## src/rtl/io_output.sv

```systemverilog
// -----------------------------------------------------------------------------
// io_output
//   Memory-mapped output block. A store strobe with addr[7:2] selecting one of
//   five registers either loads an output port, pushes a word into a 4-deep
//   first-word-fall-through stream FIFO, or clears the sticky overflow flag.
//
// Ports
//   io_clk           clock, all state updates on the rising edge
//   resetn           asynchronous active-low reset
//   addr[31:0]       store address, only addr[7:2] is decoded
//   datain[31:0]     store data
//   write_io_enable  store strobe
//   out_port0..2     registered output ports
//   stream_data      FIFO head word (0 when empty)
//   stream_valid     FIFO non-empty
//   stream_ready     consumer accepts the head word this edge
//   fifo_count[2:0]  occupancy 0..4
//   fifo_full        occupancy == 4
//   overflow         sticky: a push was dropped because the FIFO was full
// -----------------------------------------------------------------------------
module io_output (
  input  logic        io_clk,
  input  logic        resetn,
  input  logic [31:0] addr,
  input  logic [31:0] datain,
  input  logic        write_io_enable,
  output logic [31:0] out_port0,
  output logic [31:0] out_port1,
  output logic [31:0] out_port2,
  output logic [31:0] stream_data,
  output logic        stream_valid,
  input  logic        stream_ready,
  output logic [2:0]  fifo_count,
  output logic        fifo_full,
  output logic        overflow
);

  localparam logic [5:0] ADDR_PORT0 = 6'b100000;  // 0x80
  localparam logic [5:0] ADDR_PORT1 = 6'b100001;  // 0x84
  localparam logic [5:0] ADDR_PORT2 = 6'b100010;  // 0x88
  localparam logic [5:0] ADDR_PUSH  = 6'b100011;  // 0x8C
  localparam logic [5:0] ADDR_CLEAR = 6'b100100;  // 0x90

  logic [31:0] fifo_mem [4];
  logic [1:0]  wr_ptr;
  logic [1:0]  rd_ptr;

  logic wr_port0, wr_port1, wr_port2, push_req, clear_req;
  logic pop, push_ok, drop;

  // NOTE: every signal driven in always_comb gets a default first, so no path
  // leaves it unassigned and no latch is inferred.
  always_comb begin
    wr_port0  = 1'b0;
    wr_port1  = 1'b0;
    wr_port2  = 1'b0;
    push_req  = 1'b0;
    clear_req = 1'b0;
    if (write_io_enable) begin
      unique case (addr[7:2])
        ADDR_PORT0: wr_port0  = 1'b1;
        ADDR_PORT1: wr_port1  = 1'b1;
        ADDR_PORT2: wr_port2  = 1'b1;
        ADDR_PUSH:  push_req  = 1'b1;
        ADDR_CLEAR: clear_req = 1'b1;
        default:    ;
      endcase
    end
  end

  assign stream_valid = (fifo_count != 3'd0);
  assign fifo_full    = (fifo_count == 3'd4);
  assign stream_data  = stream_valid ? fifo_mem[rd_ptr] : 32'h0;

  // A pop on the same edge frees a slot, so a push into a full FIFO is only
  // dropped when nothing leaves.
  assign pop     = stream_valid & stream_ready;
  assign push_ok = push_req & (~fifo_full | pop);
  assign drop    = push_req & fifo_full & ~pop;

  // NOTE: sequential state uses non-blocking assignments so every register
  // samples pre-edge values regardless of statement order.
  always_ff @(posedge io_clk or negedge resetn) begin
    if (!resetn) begin
      out_port0 <= 32'h0;
      out_port1 <= 32'h0;
      out_port2 <= 32'h0;
    end else begin
      if (wr_port0) out_port0 <= datain;
      if (wr_port1) out_port1 <= datain;
      if (wr_port2) out_port2 <= datain;
    end
  end

  always_ff @(posedge io_clk or negedge resetn) begin
    if (!resetn) begin
      wr_ptr     <= 2'd0;
      rd_ptr     <= 2'd0;
      fifo_count <= 3'd0;
      overflow   <= 1'b0;
    end else begin
      if (push_ok) wr_ptr <= wr_ptr + 2'd1;
      if (pop)     rd_ptr <= rd_ptr + 2'd1;
      fifo_count <= fifo_count + {2'b00, push_ok} - {2'b00, pop};
      // A drop wins over a clear on the same edge.
      overflow   <= (overflow & ~clear_req) | drop;
    end
  end

  // NOTE: the storage array has no reset; its contents are unobservable while
  // the pointers say empty, and leaving it out keeps it plain RAM.
  always_ff @(posedge io_clk) begin
    if (push_ok) fifo_mem[wr_ptr] <= datain;
  end

endmodule

```

## config.mk

```make
export PLATFORM = sky130hd
export DESIGN_NAME = io_output
export DESIGN_NICKNAME = d
export VERILOG_FILES = /design/src/rtl/io_output.sv
export SDC_FILE = /design/constraint.sdc
export NUM_CORES = 1
export LEC_CHECK = 0
export BUFFER_PORTS_ARGS = -buffer_cell sky130_fd_sc_hd__buf_2
export CORE_MARGIN = 4
export CORE_UTILIZATION = 40
export DETAILED_ROUTE_END_ITERATION = 10
export MAX_ROUTING_LAYER = met4
export PLACE_DENSITY = 0.58
export SYNTH_ARGS = -nofsm -noshare
export SYNTH_HDL_FRONTEND = slang
export SYNTH_SLANG_ARGS = --single-unit
```

## constraint.sdc

```tcl
create_clock -name io_clk -period 5.3 [get_ports io_clk]
set_input_delay 0.265 -clock io_clk [delete_from_list [all_inputs] [get_ports io_clk]]
set_output_delay 0.265 -clock io_clk [all_outputs]
set_load 0.02 [all_outputs]
```

# Word level (Yosys, flattened, before mapping)
# Memory sizes are Yosys's and may differ from the RTL's.
# Cells that the tools add are included.
dict set report totals {
  n_memories 1
  regBits 104
  elab_cells 42
  in_bits 68
  output_inout_bits 134
  ramBits 128
}
dict set report op_classes {
  addsub 4
  n_bitwise 10
  eq_ne 6
  n_reduce_logical 1
  mux 13
}
# memory words width rd rd_ports_with_merged_regs write_ports line_no
set memory_table {}
lappend memory_table {fifo_mem 4 32 1 0 1 44} ;# logic [31:0] fifo_mem [4];
# operator count
set ops {}
lappend ops {{$mux W32} 1}
lappend ops {{$eq A6 B6 Y1 const B} 5}
lappend ops {{$mux W1} 12}
lappend ops {{$and A1 B1 Y1} 5}
lappend ops {{$add A2 B1 Y2 const B} 2}
lappend ops {{$add A3 B1 Y3} 1}
lappend ops {{$eq A3 B3 Y1 const B} 1}
lappend ops {{$not A1 Y1} 3}
lappend ops {{$reduce_bool A3 Y1} 1}
lappend ops {{$sub A3 B1 Y3} 1}
lappend ops {{$or A1 B1 Y1} 2}

# Logic depth before layout (Yosys ltp)
# Gate-level depths: netlist of the first run.
dict set report depth {
  word_depth 6
  depth_mapped 8
}

# Least setup slack after synthesis of the first run
# No wires, ideal clock.
dict set report synth_timing {
  kind {reg2reg}
  start {reg fifo_count[2]}
  end {reg fifo_count[2]}
  arrival_ns 2.301
  period_less_slack_ns 2.432
  path_stages_with_launch 9
  n_path_buf 1
  required_ns 5.170
  setup_slack_ns 2.868
  cell_sequence {dfrtp_1 > or3_1 > clkbuf_1 > nand2_1 > mux2_2 > ha_1 > fa_1 > xor2_1 > xnor2_1}
}
dict set report synth_between {
  elab_chain_len 6
  word_cells_on_any_way 8
  classes_between {2 x add/sub; 1 x eq/ne; 4 x bitwise; 1 x reduce/logical}
}
# item line_no
set synth_lines {}
lappend synth_lines {{start: declaration} 33} ;# output logic [2:0] fifo_count,
lappend synth_lines {{start signal: assignment} 104} ;# fifo_count <= fifo_count + {2'b00, push_ok} - {2'b00, pop};
lappend synth_lines {{$reduce_bool A3 Y1 or $eq A3 B3 Y1 (tied branches)} {71, 72}}
lappend synth_lines {{$and A1 B1 Y1 or $not A1 Y1 (tied branches)} {77, 78}}
lappend synth_lines {{$or A1 B1 Y1} 78} ;# assign push_ok = push_req & (~fifo_full | pop);
lappend synth_lines {{$and A1 B1 Y1} 78}
lappend synth_lines {{$add A3 B1 Y3} 104}
lappend synth_lines {{$sub A3 B1 Y3 (*)} 104}
# Every way passes the cells marked *; elsewhere a longest branch is shown, timed or not.
# A chain may end at the register's enable or synchronous reset.

# Worst setup path in the final report of the first run
dict set report layout_timing {
  start {reg rd_ptr[0]}
  end {out stream_data[24]}
}
dict set report layout_between {
  elab_chain_len 2
}
# item line_no
set layout_lines {}
lappend layout_lines {{start: declaration} 46} ;# logic [1:0] rd_ptr;
lappend layout_lines {{start signal: assignment} 103} ;# if (pop) rd_ptr <= rd_ptr + 2'd1;
lappend layout_lines {{$mem_v2 Z4 W32} n/a}
lappend layout_lines {{$mux W32} 73} ;# assign stream_data = stream_valid ? fifo_mem[rd_ptr] : 32'h0;
lappend layout_lines {{end: declaration} 30} ;# output logic [31:0] stream_data,
# Every way passes these cells.

==> flow_metrics.tcl, run 1 <==
set metrics [dict create \
    worstHoldEndpoint "fifo_mem[1][19]" \
    num_vias 4717 \
    post_synth_inst_count 453 \
    min_delay_path_class "primary input to register" \
    track_usage 0.154 \
    switching_share 0.301 \
    worstPathArrival_ps 2610 \
    boundaryPins 202 \
    worstSkewPairLatency_ps 500 \
    ant_nets 0 \
    required_ps 5040 \
    wire_length_of_the_first_global_routing_pass_um 28900 \
    detailedRoute.firstIterationViolations 187 \
    tritoncts "done" \
    postCtsResizedCells 0 \
    max_stage_delay_ps 730 \
    drive_gt1_frac 0.506 \
    holdPathStages 1 \
    clock_power_share 0.318 \
    switchingPower_mw 1.57 \
    hold_viol_final 0 \
    hpwl_um 11300 \
    cts-root-to-sink-buffers 3 \
    r2r_end "fifo_count[2]" \
    core_region_area_um2 22100 \
    routed_wirelength_um 18500 \
    relSlewSlack 0.304 \
    worstPathBufferInverterCount 2 \
    sum_of_internal_switching_and_leakage_power_mw 5.20 \
    largest_net_degree_at_the_start_of_global_routing 60 \
    timing.critical_path.slowest_stage_cell "dfrtp_2" \
    globalplace.congestion 0.716 \
    grt_pass1_vias 5167 \
    post_cts_buffers 0 \
    slew_viol_final 0 \
    synth-warning-count 0 \
    total_overflow_reported_by_the_global_router 0 \
    synth.net_count 527 \
    fin_nets 716 \
    skew_ps 6.89 \
    critPathLaunchType "register" \
    areaGrowthSynthToFinish_pct 21.6 \
    reg2reg_setup_slack_ps 2700 \
    max_slew.worst_pin.slew_ps 1040 \
    cell_internal_pwr_mw 3.64 \
    initial_utilization 0.410 \
    total_die_area_um2 25100 \
    syn_avg_cell_area_um2 20.0 \
    period_minus_slack_ps 2880 \
    detail_route.drc_violations 0 \
    max_freq_mhz 347 \
    power.static_leakage_nw 4.88 \
    ctsHtreeMaxLevel 1 \
    path_delay_family "flip-flops" \
    endpoint_kind "primary output" \
    antenna_violations_before_repair 0 \
    fin_tns_setup_ps 0 \
    setup_repair_after_global_routing_missed_its_margin "no" \
    ys_seq_elements 232 \
    clkSinkCount 232 \
    detail_route.vias_per_cell 5.02 \
    cts_hold_buf 7 \
    seq_power_share 0.423 \
    cp.depth 4 \
    combPwrFrac 0.259 \
    dr.pass1.iters 4 \
    root_buffer "clkbuf_16" \
    cts_inserted_buffers 24 \
    wire_per_inst_um 19.7 \
    layout_worst_path_cycle_share 0.543 \
    chipHeight_um 159 \
    rr_startpoint "fifo_count[1]" \
    worstRegToRegCells 8 \
    max_cap_violations 0 \
    power_density_nw_per_um2 472 \
    buffer_ports.inserted 175 \
    mappedNetlistArea_um2 9070 \
    die_width_um 159 \
    hold_path.startpoint "datain[19]" \
    path_clk_slew_ps 60 \
    num_antenna_cells 0 \
    synthDistinctLibCells 32 \
    status "finished clean" \
    worstPathCellList "buf_4 -> mux4_2 -> and2_1 -> buf_2" \
    std_cell_rows 54 \
    yosysSeqAreaShare 0.711 \
    worst-path-max-fanout 19 \
    vdd.ir_drop.worst_v 0.000275 \
    setup_viol 0 \
    postLayoutCoreUtil 0.499 \
    path_class "register to primary output" \
]
-- power by group through the flow --
stage / clock network [mW] / registers, mW / logic (mW)
6_report: 1.66 / 2.20 / 1.35
3_5_place_dp: 0 / 2.24 / 1.38
3_3_place_gp: 0 / 2.23 / 1.36
2_1_floorplan: 0 / 2.27 / 0.859
4_1_cts: 1.71 / 2.21 / 1.38
5_1_grt: 1.79 / 2.23 / 1.46
-- routing by layer --
| layer | GRT usage | wire [um] | up-vias |
|---|---|---|---|
| li1 | - | - | 2109 |
| met1 | 0.199 | 7940 | 2439 |
| met2 | 0.251 | 9140 | 139 |
| met3 | 0.0351 | 1120 | 30 |
| met4 | 0.0305 | 342 | 0 |
| met5 | - | 0 | - |
-- sequential cells by signal (all words and copies together), names as in the netlist --
signal      count
rd_ptr          2
out_port1      32
fifo_mem      128
out_port0      32
overflow        1
wr_ptr          2
out_port2      32
fifo_count      3
-- worst max path at each step --
stage                 endpoint     startpoint  slack, ps
2_1_floorplan    fifo_count[2]  fifo_count[2]       2870
3_3_place_gp     fifo_count[2]  fifo_count[1]       2720
3_5_place_dp     fifo_count[2]  fifo_count[1]       2680
4_1_cts        stream_data[24]      rd_ptr[0]       2280
5_1_grt        stream_data[24]      rd_ptr[0]       2180
6_report       stream_data[24]      rd_ptr[0]       2420
-- cell usage in the layout (no fill, tap or decap), types with 2 or more instances in the layout --
cell type | Yosys | layout
and2_1 | 36 | 32
and2_2 | 0 | 4
buf_2 | 6 | 174
buf_4 | 5 | 4
bufinv_16 | 0 | 2
clkbuf_1 | 5 | 6
clkbuf_16 | 0 | 26
clkinv_1 | 0 | 2
clkinv_2 | 0 | 6
dfrtp_1 | 104 | 102
dfrtp_2 | 0 | 2
dlygate4sd3_1 | 0 | 7
edfxtp_1 | 128 | 128
ha_1 | 5 | 5
inv_1 | 3 | 3
mux2_1 | 22 | 22
mux2_2 | 46 | 46
mux2_4 | 30 | 30
mux4_2 | 32 | 32
nand3_1 | 2 | 2
nand4b_4 | 2 | 2
nor2_1 | 2 | 2
xnor2_1 | 4 | 4
-- cell type report --
| cell class | count | area (um2) |
|---|---|---|
| fillers | 1848 | 11100 |
| repair buffers | 185 | 971 |
| clock inverters | 12 | 114 |
| clock buffers | 32 | 673 |
| inverters | 3 | 11.3 |
| multi-input cells | 196 | 2460 |
| well taps | 280 | 350 |
| flip-flops and latches | 232 | 6450 |
-- synthesized netlist by cell type, drive strengths merged --
cell	n	area share
and2	36	0.025
nand4b	3	0.0062
ha	5	0.0069
mux2	98	0.13
mux4	32	0.079
nand3	3	0.0022
xnor2	4	0.0039
inv	3	0.0012
fa	1	0.0022
buf	17	0.015
dfrtp	104	0.29
or3	1	0.00069
nor2	3	0.0015
nor4b	1	0.00097
nand2	1	0.00041
and3b	1	0.00097
clkbuf	5	0.0021
nor3	1	0.0011
nand4bb	1	0.0012
a22o	1	0.00097
edfxtp	128	0.42
nand3b	1	0.00083
nor3b	1	0.00083
or2	1	0.00069
xor2	1	0.00097
-- per-stage QoR --
stage / setup slack [ps] / hold WS [ps] / cells / area (um2)
finish: 2420 / 21.1 / 940 / 11000
global route: 2180 / 6.57 / 940 / 11000
CTS: 2280 / 0.564 / 940 / 11000
detailed placement: 2680 / 308 / 889 / 10200
global placement: 2720 / 285 / 889 / 10200
floorplan: 2870 / -30.6 / 453 / 9070
-- worst register-to-register path, delay by kind of cell (launching register included) --
kind | cells | cell delay, ps
XOR/XNOR | 2 | 310
adder cells (fa/ha/maj) | 2 | 570
buffers and inverters | 1 | 260
flip-flops | 1 | 440
multiplexers | 1 | 360
AND/OR/NAND/NOR | 2 | 540
-- cell families (layout without fill, tap and decap cells) --
family | after synthesis | count (layout) | share of synthesized area
AOI/OAI and AO/OA | 1 | 1 | 0.000966
buffers and inverters | 25 | 232 | 0.0182
adders and majority gates | 6 | 6 | 0.00911
xor gates and xnor gates | 5 | 5 | 0.00483
and+or+nand+nor | 54 | 54 | 0.0425
muxes | 130 | 130 | 0.214
DFF | 232 | 232 | 0.711
Power figures use the tool's default switching activity.
==> run 2: changes to the inputs <==
- clock period: 5.3 -> 2.9 ns (I/O delays scaled with it)
==> flow_metrics.tcl, run 2 (synthesis gave the netlist of run 1 again) <==
set metrics [dict create \
    setup_repair_after_global_routing_missed_its_margin "no" \
    crit_path_end "stream_data[17]" \
    detailedRoute.firstIterationViolations 193 \
    slew_viol_final 0 \
    max_freq_mhz 409 \
    period_minus_slack_ps 2440 \
    detail_route.drc_violations 0 \
    grtUsageMet2 0.266 \
    hold_viol_final 0 \
    drive_gt1_frac 0.503 \
    max_slew.worst_pin.slew_ps 618 \
    antenna_violations_before_repair 0 \
    worstPathCellList "buf_12 -> mux4_2 -> and2_1 -> buf_2" \
    layout_commonest_cell "buf_2" \
    setup_viol 0 \
    layout.area.seq_um2 6450 \
    place_inst 900 \
    cts-root-to-sink-buffers 3 \
    rr_startpoint "fifo_count[1]" \
    routed_wirelength_um 19300 \
    hpwl_um 12400 \
    buffer_ports.inserted 175 \
    groute.layer.met1.usage 0.209 \
    core_region_area_um2 22100 \
    total_overflow_reported_by_the_global_router 0 \
    cts_hold_buf 36 \
    setup.worst_path.start "rd_ptr[0]" \
    critPathLaunchType "register" \
    largest_reg_flops 128 \
    largest_net_degree_at_the_start_of_global_routing 60 \
    path_clk_slew_ps 60 \
    max_stage_delay_ps 610 \
    path_class "register to primary output" \
    dr.pass1.iters 4 \
    skew_ps 10.8 \
    grt.busiest_layer "met2" \
    postLayoutCoreUtil 0.522 \
    total_die_area_um2 25100 \
    reg2reg_setup_slack_ps 480 \
    power_density_nw_per_um2 859 \
    fin_nets 758 \
    postLayoutCellArea_um2 11500 \
    globalplace.congestion 0.734 \
    timing.critical_path.slowest_stage_cell "dfrtp_2" \
    power.static_leakage_nw 5.13 \
    die_width_um 159 \
    grt_pass1_vias 5482 \
    ant_nets 0 \
    num_vias 4830 \
    worst-path-max-fanout 24 \
    r2r_end "fifo_count[2]" \
    ctsHtreeMaxLevel 1 \
    max_cap_violations 0 \
    grtUsageMet3 0.0334 \
    track_usage 0.162 \
    fin_tns_setup_ps 0 \
    chipHeight_um 159 \
    cts_inserted_buffers 26 \
    worstSkewPairLatency_ps 520 \
    std_cell_rows 54 \
    num_antenna_cells 0 \
    relSlewSlack 0.588 \
    largest_register_by_flop_count "fifo_mem" \
    initial_utilization 0.410 \
    post_layout_nonfiller_instances 984 \
    final.fill_count 1799 \
    vdd.ir_drop.worst_v 0.000483 \
    required_ps 2760 \
    root_buffer "clkbuf_16" \
    endpoint_kind "primary output" \
    boundaryPins 202 \
    wire_per_inst_um 19.6 \
    areaGrowthSynthToFinish_pct 27.3 \
    tritoncts "done" \
    wire_length_of_the_first_global_routing_pass_um 30600 \
    multi_input_area_um2 2460 \
    min_delay_path_class "primary input to register" \
    worstPathArrival_ps 2300 \
    worstRegToRegCells 7 \
    postCtsResizedCells 0 \
    detail_route.vias_per_cell 4.91 \
    clkSinkCount 232 \
    post_cts_buffers 0 \
    placed_area_um2 10300 \
    layout_worst_path_cycle_share 0.842 \
    mostFrequentLayoutCells "174 x buf_2, 128 x edfxtp_1, 102 x dfrtp_1" \
    status "finished clean" \
]
## run 2: cell types whose count changed in the layout (fill, tap and decap cells not counted), moves of 2 or more
cell	delta
buf_12	+2
buf_4	+9
clkbuf_1	-3
clkbuf_16	+2
clkbuf_8	+6
clkinv_1	-2
clkinv_2	+2
dlygate4sd3_1	+29
## run 2: how the worst min path moves through the flow
| stage | from | to | slack, ps | cells after the start |
|---|---|---|---|---|
| floorplan | resetn | fifo_count[0] | -150 | 0 |
| global placement | resetn | out_port0[2] | 170 | 1 |
| detailed placement | resetn | out_port1[2] | 190 | 1 |
| CTS | addr[3] | overflow | 90 | 4 |
| global route | addr[2] | overflow | 150 | 4 |
| finish | addr[3] | overflow | 140 | 4 |
## run 2: final cells by class
type	instances	share of cell area
inverters	3	0.000976
multi-input cells	196	0.213
repair buffers	225	0.119
clock inverters	11	0.00932
well taps	280	0.0303
clock buffers	37	0.0688
flip-flops and latches	232	0.559
## run 2: metrics by stage
| stage | total power [mW] | hold WS [ps] | worst slack (ps) |
|---|---|---|---|
| final | 9.91 | 138 | 458 |
| after global routing | 10.4 | 149 | 233 |
| after CTS | 10.1 | 94.5 | 375 |
| after detailed placement | 6.66 | 195 | 463 |
| after global placement | 6.62 | 172 | 557 |
| after floorplan | 5.72 | -151 | 468 |
## run 2: worst max-delay path, delay by kind of cell (launching register included)
family        cells  cell delay (ps)
buf+inv           2              450
simple gates      1              190
mux               1              520
flops             1              610
## run 2: where the power goes
group          switching (mW)  total [mW]  internal (mW)
logic                    1.44        2.61           1.17
clock network            1.27        3.34           2.08
registers               0.239        3.96           3.72
## run 2: per-layer routing
| layer | part of all wire | wire [um] | vias to the layer above |
|---|---|---|---|
| met5 | 0 | 0 | - |
| met4 | 0.020 | 384 | 0 |
| met3 | 0.051 | 979 | 28 |
| met2 | 0.49 | 9440 | 130 |
| met1 | 0.44 | 8510 | 2491 |
| li1 | - | - | 2181 |
